[src/rtl/mem_port_arbiter_if.sv]
// -----------------------------------------------------------------------------
// mem_port_arbiter_if
// Purpose : bundles the Fetch-stage request, Memory-stage request and external
//           bus signals that connect to mem_port_arbiter.
// Modports:
//   master - arbiter view: takes requests and bus responses in, and drives
//            dones, read data, canMemoryOut, errOut and the bus request fields.
//   slave  - environment view (Fetch/Memory stages and bus), the mirror image.
// Signals : fetchReqIn/fetchAddrIn/fetchDataOut/fetchDoneOut,
//           memReqIn/memWriteIn/memAddrIn/memWdataIn/memRdataOut/memDoneOut,
//           canMemoryOut, errOut,
//           busReqOut/busWriteOut/busAddrOut/busWdataOut,
//           busAckIn/busRespValidIn/busRdataIn.
// -----------------------------------------------------------------------------
interface mem_port_arbiter_if #(
    parameter int ADDR_W = 64,
    parameter int DATA_W = 64
);
    logic              fetchReqIn;
    logic [ADDR_W-1:0] fetchAddrIn;
    logic [DATA_W-1:0] fetchDataOut;
    logic              fetchDoneOut;
    logic              memReqIn;
    logic              memWriteIn;
    logic [ADDR_W-1:0] memAddrIn;
    logic [DATA_W-1:0] memWdataIn;
    logic [DATA_W-1:0] memRdataOut;
    logic              memDoneOut;
    logic              canMemoryOut;
    logic              errOut;
    logic              busReqOut;
    logic              busWriteOut;
    logic [ADDR_W-1:0] busAddrOut;
    logic [DATA_W-1:0] busWdataOut;
    logic              busAckIn;
    logic              busRespValidIn;
    logic [DATA_W-1:0] busRdataIn;

    modport master (
        input  fetchReqIn, fetchAddrIn,
        input  memReqIn, memWriteIn, memAddrIn, memWdataIn,
        input  busAckIn, busRespValidIn, busRdataIn,
        output fetchDataOut, fetchDoneOut,
        output memRdataOut, memDoneOut, canMemoryOut, errOut,
        output busReqOut, busWriteOut, busAddrOut, busWdataOut
    );

    modport slave (
        output fetchReqIn, fetchAddrIn,
        output memReqIn, memWriteIn, memAddrIn, memWdataIn,
        output busAckIn, busRespValidIn, busRdataIn,
        input  fetchDataOut, fetchDoneOut,
        input  memRdataOut, memDoneOut, canMemoryOut, errOut,
        input  busReqOut, busWriteOut, busAddrOut, busWdataOut
    );
endinterface

[src/rtl/mem_port_arbiter.sv]
// -----------------------------------------------------------------------------
// mem_port_arbiter
// Purpose : shares the single external memory bus port between instruction
//           fetches and Memory-stage loads/stores. Each access is a
//           req/ack handshake followed by a response; data accesses stall
//           the Memory stage through canMemoryOut until they complete.
//           Fetch starvation is bounded by STARVE_LIMIT and a missing bus
//           response is aborted with errOut after TIMEOUT cycles.
// Ports   :
//   clk     - clock, rising edge
//   resetN  - asynchronous active-low reset
//   io_port - mem_port_arbiter_if.master (requests, dones, bus signals)
// -----------------------------------------------------------------------------
module mem_port_arbiter #(
    parameter int ADDR_W       = 64,
    parameter int DATA_W       = 64,
    parameter int STARVE_LIMIT = 4,
    parameter int TIMEOUT      = 255
) (
    input  logic                 clk,
    input  logic                 resetN,
    mem_port_arbiter_if.master   io_port
);
    localparam int SC_W = $clog2(STARVE_LIMIT + 1);
    localparam int TO_W = (TIMEOUT > 1) ? $clog2(TIMEOUT) : 1;
    localparam logic [SC_W-1:0] STARVE_MAX = SC_W'(STARVE_LIMIT);
    localparam logic [TO_W-1:0] TO_LAST    = TO_W'(TIMEOUT - 1);

    typedef enum logic [1:0] {ST_IDLE, ST_REQ, ST_WAIT} state_t;

    state_t            r_state;
    state_t            w_state_nxt;
    logic              w_grant_data;
    logic              w_grant_fetch;
    logic              w_resp;
    logic              w_timeout;

    logic              r_owner_data;   // 1 = Memory stage owns the transaction
    logic [ADDR_W-1:0] r_addr;
    logic              r_write;
    logic [DATA_W-1:0] r_wdata;
    logic [SC_W-1:0]   r_starve_cnt;
    logic [TO_W-1:0]   r_to_cnt;
    logic [DATA_W-1:0] r_fetch_data;
    logic [DATA_W-1:0] r_mem_rdata;
    logic              r_fetch_done;
    logic              r_mem_done;
    logic              r_err;

    always_ff @(posedge clk or negedge resetN) begin
        if (!resetN) r_state <= ST_IDLE;
        else         r_state <= w_state_nxt;
    end

    always_comb begin
        w_state_nxt   = r_state;
        w_grant_data  = 1'b0;
        w_grant_fetch = 1'b0;
        w_resp        = 1'b0;
        w_timeout     = 1'b0;
        case (r_state)
            ST_IDLE: begin
                // Data normally wins; a waiting fetch gets one grant once
                // STARVE_LIMIT data grants have gone past it.
                if (io_port.memReqIn &&
                    (!io_port.fetchReqIn || (r_starve_cnt < STARVE_MAX))) begin
                    w_grant_data = 1'b1;
                    w_state_nxt  = ST_REQ;
                end else if (io_port.fetchReqIn) begin
                    w_grant_fetch = 1'b1;
                    w_state_nxt   = ST_REQ;
                end
            end
            ST_REQ: begin
                if (io_port.busAckIn) w_state_nxt = ST_WAIT;
            end
            ST_WAIT: begin
                // A response arriving on the timeout cycle takes priority.
                if (io_port.busRespValidIn) begin
                    w_resp      = 1'b1;
                    w_state_nxt = ST_IDLE;
                end else if (r_to_cnt == TO_LAST) begin
                    w_timeout   = 1'b1;
                    w_state_nxt = ST_IDLE;
                end
            end
            default: w_state_nxt = ST_IDLE;
        endcase
    end

    always_ff @(posedge clk or negedge resetN) begin
        if (!resetN) begin
            r_owner_data <= 1'b0;
            r_addr       <= '0;
            r_write      <= 1'b0;
            r_wdata      <= '0;
            r_starve_cnt <= '0;
            r_to_cnt     <= '0;
            r_fetch_data <= '0;
            r_mem_rdata  <= '0;
            r_fetch_done <= 1'b0;
            r_mem_done   <= 1'b0;
            r_err        <= 1'b0;
        end else begin
            r_fetch_done <= 1'b0;
            r_mem_done   <= 1'b0;
            r_err        <= 1'b0;

            if (w_grant_data) begin
                r_owner_data <= 1'b1;
                r_addr       <= io_port.memAddrIn;
                r_write      <= io_port.memWriteIn;
                r_wdata      <= io_port.memWdataIn;
                if (io_port.fetchReqIn && (r_starve_cnt != STARVE_MAX))
                    r_starve_cnt <= r_starve_cnt + SC_W'(1);
            end
            if (w_grant_fetch) begin
                r_owner_data <= 1'b0;
                r_addr       <= io_port.fetchAddrIn;
                r_write      <= 1'b0;
                r_wdata      <= '0;
                r_starve_cnt <= '0;
            end

            if ((r_state == ST_REQ) && io_port.busAckIn)
                r_to_cnt <= '0;
            else if ((r_state == ST_WAIT) && !w_resp && !w_timeout)
                r_to_cnt <= r_to_cnt + TO_W'(1);

            // Stores complete like loads but leave memRdataOut untouched.
            if (w_resp || w_timeout) begin
                r_err <= w_timeout;
                if (r_owner_data) begin
                    r_mem_done <= 1'b1;
                    if (!r_write)
                        r_mem_rdata <= w_resp ? io_port.busRdataIn : '0;
                end else begin
                    r_fetch_done <= 1'b1;
                    r_fetch_data <= w_resp ? io_port.busRdataIn : '0;
                end
            end
        end
    end

    assign io_port.busReqOut    = (r_state == ST_REQ);
    assign io_port.busWriteOut  = r_write;
    assign io_port.busAddrOut   = r_addr;
    assign io_port.busWdataOut  = r_wdata;
    assign io_port.fetchDataOut = r_fetch_data;
    assign io_port.fetchDoneOut = r_fetch_done;
    assign io_port.memRdataOut  = r_mem_rdata;
    assign io_port.memDoneOut   = r_mem_done;
    assign io_port.errOut       = r_err;
    // Gated by resetN so the Memory stage is held while reset is asserted.
    assign io_port.canMemoryOut = resetN &&
        (((r_state == ST_IDLE) && !io_port.memReqIn) || r_mem_done);
endmodule

[src/flat_wrapper.sv]
// flat-port wrapper written by rule: the top's interface ports become plain ports
module mem_port_arbiter_flat 
#(
    parameter int ADDR_W       = 64,
    parameter int DATA_W       = 64,
    parameter int STARVE_LIMIT = 4,
    parameter int TIMEOUT      = 255
)
  (clk, resetN, io_port_fetchReqIn, io_port_fetchAddrIn, io_port_memReqIn, io_port_memWriteIn, io_port_memAddrIn, io_port_memWdataIn, io_port_busAckIn, io_port_busRespValidIn, io_port_busRdataIn, io_port_fetchDataOut, io_port_fetchDoneOut, io_port_memRdataOut, io_port_memDoneOut, io_port_canMemoryOut, io_port_errOut, io_port_busReqOut, io_port_busWriteOut, io_port_busAddrOut, io_port_busWdataOut);
  mem_port_arbiter_if #(.ADDR_W(ADDR_W), .DATA_W(DATA_W)) io_port_i ();
  input  logic clk;
  input  logic resetN;
  input wire logic [$bits(io_port_i.fetchReqIn)-1:0] io_port_fetchReqIn;
  input wire logic [$bits(io_port_i.fetchAddrIn)-1:0] io_port_fetchAddrIn;
  input wire logic [$bits(io_port_i.memReqIn)-1:0] io_port_memReqIn;
  input wire logic [$bits(io_port_i.memWriteIn)-1:0] io_port_memWriteIn;
  input wire logic [$bits(io_port_i.memAddrIn)-1:0] io_port_memAddrIn;
  input wire logic [$bits(io_port_i.memWdataIn)-1:0] io_port_memWdataIn;
  input wire logic [$bits(io_port_i.busAckIn)-1:0] io_port_busAckIn;
  input wire logic [$bits(io_port_i.busRespValidIn)-1:0] io_port_busRespValidIn;
  input wire logic [$bits(io_port_i.busRdataIn)-1:0] io_port_busRdataIn;
  output wire logic [$bits(io_port_i.fetchDataOut)-1:0] io_port_fetchDataOut;
  output wire logic [$bits(io_port_i.fetchDoneOut)-1:0] io_port_fetchDoneOut;
  output wire logic [$bits(io_port_i.memRdataOut)-1:0] io_port_memRdataOut;
  output wire logic [$bits(io_port_i.memDoneOut)-1:0] io_port_memDoneOut;
  output wire logic [$bits(io_port_i.canMemoryOut)-1:0] io_port_canMemoryOut;
  output wire logic [$bits(io_port_i.errOut)-1:0] io_port_errOut;
  output wire logic [$bits(io_port_i.busReqOut)-1:0] io_port_busReqOut;
  output wire logic [$bits(io_port_i.busWriteOut)-1:0] io_port_busWriteOut;
  output wire logic [$bits(io_port_i.busAddrOut)-1:0] io_port_busAddrOut;
  output wire logic [$bits(io_port_i.busWdataOut)-1:0] io_port_busWdataOut;
  assign io_port_i.fetchReqIn = io_port_fetchReqIn;
  assign io_port_i.fetchAddrIn = io_port_fetchAddrIn;
  assign io_port_i.memReqIn = io_port_memReqIn;
  assign io_port_i.memWriteIn = io_port_memWriteIn;
  assign io_port_i.memAddrIn = io_port_memAddrIn;
  assign io_port_i.memWdataIn = io_port_memWdataIn;
  assign io_port_i.busAckIn = io_port_busAckIn;
  assign io_port_i.busRespValidIn = io_port_busRespValidIn;
  assign io_port_i.busRdataIn = io_port_busRdataIn;
  assign io_port_fetchDataOut = io_port_i.fetchDataOut;
  assign io_port_fetchDoneOut = io_port_i.fetchDoneOut;
  assign io_port_memRdataOut = io_port_i.memRdataOut;
  assign io_port_memDoneOut = io_port_i.memDoneOut;
  assign io_port_canMemoryOut = io_port_i.canMemoryOut;
  assign io_port_errOut = io_port_i.errOut;
  assign io_port_busReqOut = io_port_i.busReqOut;
  assign io_port_busWriteOut = io_port_i.busWriteOut;
  assign io_port_busAddrOut = io_port_i.busAddrOut;
  assign io_port_busWdataOut = io_port_i.busWdataOut;
  mem_port_arbiter #(.ADDR_W(ADDR_W), .DATA_W(DATA_W), .STARVE_LIMIT(STARVE_LIMIT), .TIMEOUT(TIMEOUT)) u_core (.clk(clk), .resetN(resetN), .io_port(io_port_i));
endmodule
[config.mk]
export PLATFORM = sky130hd
export DESIGN_NAME = mem_port_arbiter_flat
export DESIGN_NICKNAME = d
export VERILOG_FILES = /design/src/rtl/mem_port_arbiter_if.sv /design/src/rtl/mem_port_arbiter.sv /design/src/flat_wrapper.sv
export SDC_FILE = /design/constraint.sdc
export NUM_CORES = 1
export LEC_CHECK = 0
export BUFFER_PORTS_ARGS = -buffer_cell sky130_fd_sc_hd__buf_4
export CORE_AREA = 2 2 202 204
export DETAILED_ROUTE_END_ITERATION = 16
export DIE_AREA = 0 0 204 206
export GPL_ROUTABILITY_DRIVEN = 0
export PLACE_DENSITY = 0.67
export SLEW_MARGIN = 20
export SYNTH_ARGS = -nofsm -noshare
export SYNTH_HDL_FRONTEND = slang
export SYNTH_SLANG_ARGS = --single-unit
[constraint.sdc]
create_clock -name clk -period 3.7 [get_ports clk]
set_input_delay 0.555 -clock clk [delete_from_list [all_inputs] [get_ports clk]]
set_output_delay 0.555 -clock clk [all_outputs]
set_load 0.01 [all_outputs]
==> reports/qor.csv, run 1 <==
stage,metric,value,unit
floorplanning,die_y,206,um
synthesis,synth-seq-cells,274,
placement,place_inst,2196,
floorplanning,fp.dieArea,0.0420,mm^2
layout,final_cell_mix,"buf_4, dfrtp_1, inv_1",
routing,postRouteAntennaNets,0,
grt,grt_pass1_wl,65400,um
synthesis,synthDistinctLibCells,43,
cts,cts_buffer_depth,3,
synthesis,synth_edf_count,0,
sta,tightest_slew,1110,ps
grt,grt_usage,19.7,%
cts,clock-sinks,274,
outcome,status,completed,
sta,tns,0,ps
synthesis,synth_area_per_cell,9.97,um^2
layout,num-fill-cells,3777,
worst_setup_path,worstPathMaxFanout,70,
synthesis,ys_seq_area_share,55.8,%
cts,cts_tree,done,
routing,wl,43300,um
layout,syn2layout_area_growth,45.9,%
layout,drive_gt1_share,35.6,%
cts,worstSkewPairLatency,540,ps
worst_setup_path,cp-end-kind,output port,
sta,finalSetupViolations,0,
sta,skew,20.6,ps
grt,grt-ovfl-total,0,
cts,cts.clk_slew.worst_paths,60,ps
worst_setup_path,cp_slowest_stage_delay,580,ps
cts,cts_root_buffer,clkbuf_16,
floorplanning,core.rowCount,74,
cts,htreeDepth,2,
sta,period_share,68.3,%
synthesis,ys_warn_count,0,
floorplanning,io_pins,525,
worst_setup_path,arrival,1970,ps
synthesis,synthesis.area,0.0123,mm^2
sta,hold_viol,0,
layout,fin_nets,1968,
floorplanning,die_w,204,um
worst_setup_path,crit_type,in -> out,
placement,dp_hpwl,29300,um
sta,slew_viol_final,0,
power,powerDensity,775,mW/mm^2
sta,fmax,396,MHz
sta,slew_headroom,26.2,%
sta,rsz0062_at_grt,no,
synthesis,synth_nets,1500,
layout,layoutNonFillerInstCount,2263,
synthesis,syn_inst,1233,
synthesis,synth_ff_type,dfrtp_1,
routing,wl_per_cell,19.2,um
worst_hold_path,hold_path.class,in -> reg,
worst_setup_path,cp-start-kind,input pin,
routing,drtIter0Drc,961,
routing,vias_per_cell,5.17,
placement,port_buffers,524,
worst_setup_path,cp_cell_sequence,dlygate4sd3_1 -> buf_8 -> o21a_1 -> buf_4,
power,cellLeakagePower,8.91,nW
routing,routed-via-count,11711,
cts,cts_made_buffers,34,
worst_setup_path,cp.required,3140,ps
layout,layout.cells.most_common,buf_4,
sta,period_needed,2530,ps
grt,grt_pass1_vias,11381,
grt,antenna_found_initial,6,
worst_setup_path,slowest_stage,dlygate4sd3_1,
grt,grt_max_degree,156,
run,maxCapViolations,0,
floorplanning,core,0.0402,mm^2
floorplanning,start_util,30.6,%
routing,first_pass_iters,6,
cts,cts_setup_buffers,0,
routing,drc,0,
power,max-vdd-ir-drop,0.431,mV
synthesis,async_reset_ff_share,100,%
## kinds of logic after synthesis
logic type / share of synthesized area, %
AO/OA/AOI/OAI: 22.2
AND/OR/NAND/NOR: 13.1
buffers and inverters: 8.29
adder cells (fa/ha/maj): 0.407
multiplexers: 0.244
flip-flops: 55.8
## stage by stage
step | utilization (%) | cell area (um^2) | power [W] | hold slack (ps) | setup WS, ps
after floorplan | - | 12300 | 0.00749 | 259 | 1950
after global placement | 41.5 | 16700 | 0.0101 | 486 | 1510
after detailed placement | 41.5 | 16700 | 0.0103 | 486 | 1460
after CTS | 44.6 | 17900 | 0.0140 | 189 | 1140
after global routing | 44.6 | 17900 | 0.0147 | 208 | 1050
final | 44.6 | 17900 | 0.0139 | 219 | 1170
## cells in the mapped netlist, drive strengths merged, types with 2 or more instances
| master | n | share of area [%] |
|---|---|---|
| buf | 42 | 2.0 |
| clkbuf | 74 | 2.3 |
| nor2b | 2 | 0.10 |
| nor4bb | 2 | 0.16 |
| a22oi | 64 | 3.9 |
| nand2b | 66 | 3.4 |
| a22o | 65 | 4.6 |
| a21o | 2 | 0.12 |
| and2 | 4 | 0.20 |
| inv | 132 | 4.0 |
| and3 | 3 | 0.15 |
| mux2i | 3 | 0.24 |
| or3b | 2 | 0.14 |
| a211oi | 2 | 0.12 |
| a31oi | 66 | 3.4 |
| or2 | 2 | 0.10 |
| nor2 | 3 | 0.092 |
| nand2 | 11 | 0.34 |
| ha | 4 | 0.41 |
| dfrtp | 274 | 56 |
| o21ai | 135 | 5.5 |
| nor3 | 65 | 2.6 |
| o211ai | 64 | 3.9 |
| nand3 | 129 | 5.3 |
| a21oi | 2 | 0.081 |
## routing by layer
metal  vias up  share of wire [%]  GRT usage (%)
li1       5364                  -              -
met4         0                3.1           7.61
met2       550                 48           32.3
met3        59                9.7           6.05
met1      5738                 39           24.3
met5         -                  0              0
## state kept, by name, indices dropped and copies added, names as in the netlist
register                     cells
u_core.io_port.memRdataOut      64
u_core.io_port.memDoneOut        1
u_core.r_owner_data              1
u_core.io_port.busWriteOut       1
u_core.r_to_cnt                  8
u_core.r_starve_cnt              3
u_core.io_port.fetchDataOut     64
u_core.io_port.busWdataOut      64
u_core.io_port.errOut            1
u_core.io_port.fetchDoneOut      1
u_core.r_state                   2
u_core.io_port.busAddrOut       64
## cell type report
| class | count | area (um^2) | area share [%] |
|---|---|---|---|
| Sequential cell | 274 | 6860 | 38.2 |
| Multi-Input combinational cell | 711 | 4490 | 25.0 |
| Timing Repair Buffer | 548 | 4190 | 23.3 |
| Clock buffer | 47 | 981 | 5.47 |
| Tap cell | 532 | 666 | 3.71 |
| Inverter | 132 | 495 | 2.76 |
| Clock inverter | 13 | 244 | 1.36 |
| Antenna cell | 6 | 15.0 | 0.0837 |
## worst max-delay path: cells and delay by family
family / cells / cell delay, ps
AO/OA/AOI/OAI: 1 / 230
buffers and inverters: 3 / 1160
## path summary, 6_finish.rpt
| check | startpoint | end | slack, ps | cells past startpoint |
|---|---|---|---|---|
| max | resetN | io_port_canMemoryOut | 1170 | 4 |
| min | io_port_busAckIn | u_core.r_state[0]$_DFFE_PN0P_ | 220 | 2 |
| max reg2reg | u_core.r_state[0]$_DFFE_PN0P_ | u_core.io_port.busWdataOut[12]$_DFFE_PN0P_ | 1450 | 4 |
| min reg2reg | u_core.io_port.busWdataOut[55]$_DFFE_PN0P_ | u_core.io_port.busWdataOut[55]$_DFFE_PN0P_ | 500 | 1 |
| max in group asynchronous | resetN | u_core.io_port.busAddrOut[23]$_DFFE_PN0P_ | 1690 | 3 |
| min in group asynchronous | resetN | u_core.io_port.fetchDataOut[61]$_DFFE_PN0P_ | 590 | 2 |
## what timing repair did
item | 4_1_cts | 5_1_grt
hold buffers | 1 | 0
resized for setup | 0 | 0
hold endpoints to repair | 67 | 0
## power by group
part	internal [W]	switching (W)	leakage [nW]
logic	0.00258	0.00282	5.33
clock network	0.00229	0.00136	0.597
registers	0.00406	0.000790	2.98
total	0.00892	0.00497	8.91
Power figures use the tool's default switching activity.
==> run 2: changes to the inputs <==
CORE_AREA = 2 2 203 205   (was 2 2 202 204)
DIE_AREA = 0 0 205 207   (was 0 0 204 206)
PLACE_DENSITY = 0.68   (was 0.67)
clock period = 2.2 ns   (was 3.7 ns; I/O delays follow)
==> run 2 against run 1 <==
  * Combinational power grew 78%
  * Global-route usage up 0.78 points
  * Die area increased by 0.98%
  * Critical path depth is 1 higher
  * Clock power rose by 47%
  * Routed wire length rose by 5.0%
  * Critical path type is now reg -> out
  * Largest cell class unchanged
==> reports/qor.csv, run 2 (synthesis results as in run 1) <==
stage,metric,value,unit
outcome,status,completed,
power,p_clk_share,23.2,%
layout,num-fill-cells,3618,
run,maxCapViolations,0,
floorplanning,fp.dieArea,0.0424,mm^2
cts,worstSkewPairLatency,590,ps
floorplanning,die_y,207,um
worst_setup_path,cp_cell_sequence,buf_4 -> or2_4 -> nor2_1 -> o21a_1 -> buf_4,
grt,grt_pass1_wl,70600,um
grt,grt_max_degree,138,
cts,htreeDepth,1,
power,p_sw_share,36.5,%
floorplanning,core,0.0404,mm^2
sta,skew,29.8,ps
layout,fin_nets,2105,
sta,tns,0,ps
floorplanning,core.rowCount,74,
worst_setup_path,worstPathMaxFanout,11,
sta,rsz0062_at_grt,no,
worst_setup_path,crit_buf_inv,2,
placement,dp_hpwl,30200,um
cts,cts_tree,done,
routing,vias_per_cell,5.15,
cts,clock-sinks,274,
sta,slew_headroom,43.0,%
grt,grt-ovfl-total,0,
routing,wl,45500,um
sta,finalSetupViolations,0,
grt,antenna_found_initial,4,
power,powerDensity,1200,mW/mm^2
sta,fmax,476,MHz
routing,first_pass_iters,7,
cts,cts_buffer_depth,3,
cts,cts_setup_buffers,0,
sta,whs,23.4,ps
power,p_int,0.0147,W
worst_setup_path,cp_top_family,simple AND/OR/NAND/NOR gates,
sta,slew_viol_final,0,
floorplanning,start_util,30.4,%
cts,cts.clk_slew.worst_paths,60,ps
sta,period_needed,2100,ps
grt,grt_usage,20.5,%
routing,postRouteAntennaNets,0,
sta,tightest_slew,855,ps
worst_setup_path,cp-end-kind,output port,
worst_setup_path,cp-start-kind,register,
worst_setup_path,cp_slowest_stage_delay,370,ps
worst_setup_path,crit_type,reg -> out,
cts,cts_root_buffer,clkbuf_16,
power,power_frac_seq,35.1,%
power,p_comb_share,41.7,%
power,cellLeakagePower,9.46,nW
cts,cts_made_buffers,31,
worst_hold_path,hold_path.class,in -> reg,
floorplanning,die_w,205,um
worst_setup_path,critPathMostFrequentCell,buf_4,
floorplanning,io_pins,525,
worst_setup_path,slowest_stage,dfrtp_1,
layout,final_cell_mix,"buf_4, dfrtp_1, dlygate4sd3_1",
placement,port_buffers,524,
power,max-vdd-ir-drop,0.806,mV
layout,syn2layout_area_growth,56.7,%
routing,drtIter0Drc,941,
worst_setup_path,cp.required,1870,ps
routing,drc,0,
sta,hold_viol,0,
routing,wl_per_cell,19.0,um
layout,layout.cells.most_common,buf_4,
sta,period_share,95.6,%
power,switchingPower,0.00844,W
worst_setup_path,arrival,1770,ps
layout,drive_gt1_share,33.0,%
worst_setup_path,reg2reg_slack,260,ps
power,power,0.0231,W
grt,grt_pass1_vias,12617,
routing,routed-via-count,12349,
run 2: cell count changes in the layout (fill, tap and decap cells not counted), sizes merged:
cell,change
buf,+6
dlygate4sd3,+134
bufinv,-2
diode,-1
clkbuf,-6
clkinv,+2
run 2: stage by stage:
step	utilization, %	area [um^2]	std cells	worst slack [ps]
floorplan	-	12300	1233	560
global placement	41.7	16900	2202	345
detailed placement	41.7	16900	2202	278
CTS	47.7	19300	2391	52.8
global route	47.7	19300	2396	23.3
finish	47.7	19300	2396	97.3
run 2: tightest hold or removal path, stage by stage:
cell,delay (ps)
buf_4,80
a22oi_1,50
o21ai_0,80
run 2: power by group through the flow:
stage | Sequential (W) | Combinational [W] | Clock (W)
6_report | 0.00811 | 0.00963 | 0.00536
4_1_cts | 0.00806 | 0.00957 | 0.00548
3_5_place_dp | 0.00810 | 0.00935 | 0
3_3_place_gp | 0.00803 | 0.00916 | 0
2_1_floorplan | 0.00867 | 0.00393 | 0
5_1_grt | 0.00831 | 0.0104 | 0.00568
run 2: final timing paths:
path / startpoint / end / cells past startpoint
worst max-delay path: u_core.r_state[0]$_DFFE_PN0P_ / io_port_canMemoryOut / 5
worst min-delay path: io_port_busRdataIn[27] / u_core.io_port.fetchDataOut[27]$_DFFE_PN0P_ / 3
worst max register to register: u_core.r_state[0]$_DFFE_PN0P_ / u_core.io_port.fetchDataOut[26]$_DFFE_PN0P_ / 5
worst min register to register: u_core.io_port.busWdataOut[18]$_DFFE_PN0P_ / u_core.io_port.busWdataOut[18]$_DFFE_PN0P_ / 1
max in group asynchronous: resetN / u_core.io_port.busAddrOut[30]$_DFFE_PN0P_ / 3
min in group asynchronous: resetN / u_core.io_port.fetchDataOut[52]$_DFFE_PN0P_ / 2
run 2: metal layers:
metal  share of wire, %  track usage [%]  vias to the layer above
met3                9.1             5.22                       98
met5                  0                0                        -
met4                3.2             7.89                        0
met2                 49             34.6                      568
li1                   -                -                     5626
met1                 38             24.9                     6057
run 2: area by class of cell:
cell class | instances | area (um^2) | area share, %
Multi-Input combinational cell | 711 | 4490 | 23.3
Inverter | 132 | 495 | 2.57
Clock inverter | 13 | 194 | 1.01
Tap cell | 532 | 666 | 3.46
Clock buffer | 41 | 853 | 4.43
Timing Repair Buffer | 688 | 5700 | 29.6
Sequential cell | 274 | 6860 | 35.6
Antenna cell | 5 | 12.5 | 0.0649
run 2: what timing repair did:
item,4_1_cts,5_1_grt
resized for setup,1,0
setup endpoints to repair,1,0
hold buffers,135,0
hold endpoints to repair,262,0
==> run 3: changes to the inputs <==
CORE_AREA = 2 2 207 209   (was 2 2 203 205)
CTS_BUF_LIST = sky130_fd_sc_hd__clkbuf_4 sky130_fd_sc_hd__clkbuf_8   (was not set)
DIE_AREA = 0 0 209 211   (was 0 0 205 207)
PLACE_DENSITY = 0.67   (was 0.68)
==> run 3 against run 2 <==
  * Fmax decreased by 1.3%
  * Worst setup slack got worse by 28 ps
  * Sequential power about the same
  * Non-clock buffer count increased by 119
  * Power increased by 0.93%
  * Clock power decreased by 4.3%
  * Clock skew increased by 16 ps
  * Critical path type is now reg -> reg
==> reports/qor.csv, run 3 (synthesis results as in run 1) <==
stage,metric,value,unit
worst_hold_path,min_to,u_core.io_port.busAddrOut[9]$_DFFE_PN0P_,
routing,first_pass_iters,8,
routing,wl_per_cell,19.5,um
worst_setup_path,worstPathMaxFanout,32,
layout,layout.cells.most_common,buf_4,
grt,grt_pass1_vias,13403,
grt,antenna_found_initial,2,
worst_setup_path,cp-start-kind,register,
grt,grt_pass1_wl,76400,um
floorplanning,core,0.0418,mm^2
floorplanning,io_pins,525,
cts,cts_root_buffer,clkbuf_8,
power,max-vdd-ir-drop,0.745,mV
sta,tns,0,ps
cts,worstSkewPairLatency,620,ps
grt,grt_usage,21.8,%
sta,tightest_slew,595,ps
sta,hold_viol,0,
worst_setup_path,rr_worst_depth,5,
floorplanning,core.rowCount,75,
floorplanning,start_util,29.4,%
worst_hold_path,hp-start,io_port_memAddrIn[9],
routing,vias_per_cell,5.16,
layout,layoutNonFillerInstCount,2551,
placement,port_buffers,524,
layout,fin_area,0.0205,mm^2
cts,cts.clk_slew.worst_paths,70,ps
worst_setup_path,cp.required,2760,ps
cts,clock-sinks,274,
outcome,status,completed,
floorplanning,die_y,211,um
power,switchingPower,0.00870,W
sta,period_share,96.9,%
worst_hold_path,hold_path.class,in -> reg,
power,p_sw_share,37.3,%
layout,syn2layout_area_growth,67.0,%
worst_setup_path,cp_cell_sequence,or3b_2 -> or2_4 -> buf_12 -> a31oi_1 -> dlygate4sd3_1,
routing,postRouteAntennaNets,0,
power,p_int,0.0146,W
routing,routed-via-count,13167,
power,cellLeakagePower,10.0,nW
grt,grt-ovfl-total,0,
floorplanning,die_w,209,um
sta,period_needed,2130,ps
cts,cts_made_buffers,50,
worst_setup_path,reg2reg_slack,70,ps
placement,place_inst,2215,
sta,fmax,469,MHz
worst_setup_path,r2r-start,u_core.r_state[0]$_DFFE_PN0P_,
power,p_comb_share,43.1,%
power,p_clk_share,22.0,%
routing,drtIter0Drc,1446,
worst_hold_path,worstHoldPathCells,3,
power,power,0.0233,W
placement,dpl_cell_area,0.0170,mm^2
worst_setup_path,slowest_stage,dlygate4sd3_1,
routing,drc,0,
cts,htreeDepth,2,
cts,cts_tree,done,
run,maxCapViolations,0,
worst_setup_path,cp_slowest_stage_delay,560,ps
worst_setup_path,reg2reg_to,u_core.io_port.busAddrOut[5]$_DFFE_PN0P_,
cts,cts_buffer_depth,3,
sta,slew_viol_final,0,
worst_setup_path,arrival,2690,ps
worst_setup_path,crit_type,reg -> reg,
power,powerDensity,1140,mW/mm^2
sta,whs,51.4,ps
floorplanning,fp.dieArea,0.0441,mm^2
worst_setup_path,cp-end-kind,register,
power,power_frac_seq,34.9,%
layout,drive_gt1_share,32.8,%
sta,skew,45.6,ps
sta,finalSetupViolations,0,
routing,wl,49700,um
layout,fin_nets,2243,
placement,dp_hpwl,31100,um
grt,grt_max_degree,100,
layout,final_cell_mix,"buf_4, dfrtp_1, dlygate4sd3_1",
sta,slew_headroom,60.3,%
==> run 3: changes by cell type in the layout (fill, tap and decap cells not counted), moves of 5 or more <==
cell	delta
clkbuf_16	-30
dlygate4sd3_1	+111
clkbuf_4	+15
clkbuf_1	-6
clkbuf_8	+61
buf_6	+5
==> run 3: stage by stage <==
step	util, %	setup slack [ps]
after detailed placement	40.6	368
after global placement	40.6	417
after floorplan	-	560
after global routing	49.2	-40.5
after CTS	49.0	3.20
final	49.2	69.2
==> run 3: how the worst max path moves through the flow <==
stage / slack (ps) / startpoint / to / cells after the start
2_1_floorplan: 560 / u_core.r_to_cnt[0]$_DFFE_PN0P_ / u_core.io_port.memRdataOut[0]$_DFFE_PN0P_ / 7
3_3_place_gp: 420 / u_core.r_to_cnt[0]$_DFFE_PN0P_ / u_core.io_port.memRdataOut[23]$_DFFE_PN0P_ / 6
3_5_place_dp: 370 / u_core.r_to_cnt[0]$_DFFE_PN0P_ / u_core.io_port.memRdataOut[2]$_DFFE_PN0P_ / 6
4_1_cts: 3 / u_core.r_state[0]$_DFFE_PN0P_ / io_port_canMemoryOut / 5
5_1_grt: -40 / u_core.r_state[1]$_DFFE_PN0P_ / io_port_canMemoryOut / 5
6_report: 70 / u_core.r_state[0]$_DFFE_PN0P_ / u_core.io_port.busAddrOut[5]$_DFFE_PN0P_ / 5
==> run 3: per-layer routing <==
metal  global-route usage, %  share of wire [%]  vias up
met4                    9.24                4.1        0
li1                        -                  -     5904
met5                       0                  0        -
met2                    37.7                 50      753
met3                    6.71                8.9      155
met1                    24.9                 37     6355
==> run 3: layout make-up <==
cell class / instances / area [um^2]
diodes: 2 / 5.00
multi-input cells: 711 / 4490
well taps: 539 / 674
clock inverters: 6 / 43.8
inverters: 132 / 495
fillers: 3558 / 21200
clock buffers: 80 / 1010
flip-flops and latches: 274 / 6860
repair buffers: 807 / 6960
==> run 3: critical path: cells and delay by family (launching register included) <==
family | cells | cell delay [ps]
AOI/OAI and AO/OA | 1 | 130
buffers and inverters | 2 | 740
DFF | 1 | 380
and+or+nand+nor | 2 | 830
==> run 3: power by group through the flow <==
| stage | Sequential (W) | Clock (W) | Combinational, W |
|---|---|---|---|
| after global placement | 0.00803 | 0 | 0.00922 |
| after floorplan | 0.00867 | 0 | 0.00393 |
| final | 0.00814 | 0.00513 | 0.0100 |
| after global routing | 0.00831 | 0.00550 | 0.0108 |
| after CTS | 0.00805 | 0.00525 | 0.00980 |
| after detailed placement | 0.00809 | 0 | 0.00940 |
==> run 3: what timing repair did <==
action / CTS / global route
hold endpoints to repair: 364 / 0
gates cloned: 0 / 1
endpoints found under the setup margin: 1 / 2
buffers inserted: 0 / 1
gates resized for setup: 1 / 6
hold buffers: 246 / 0
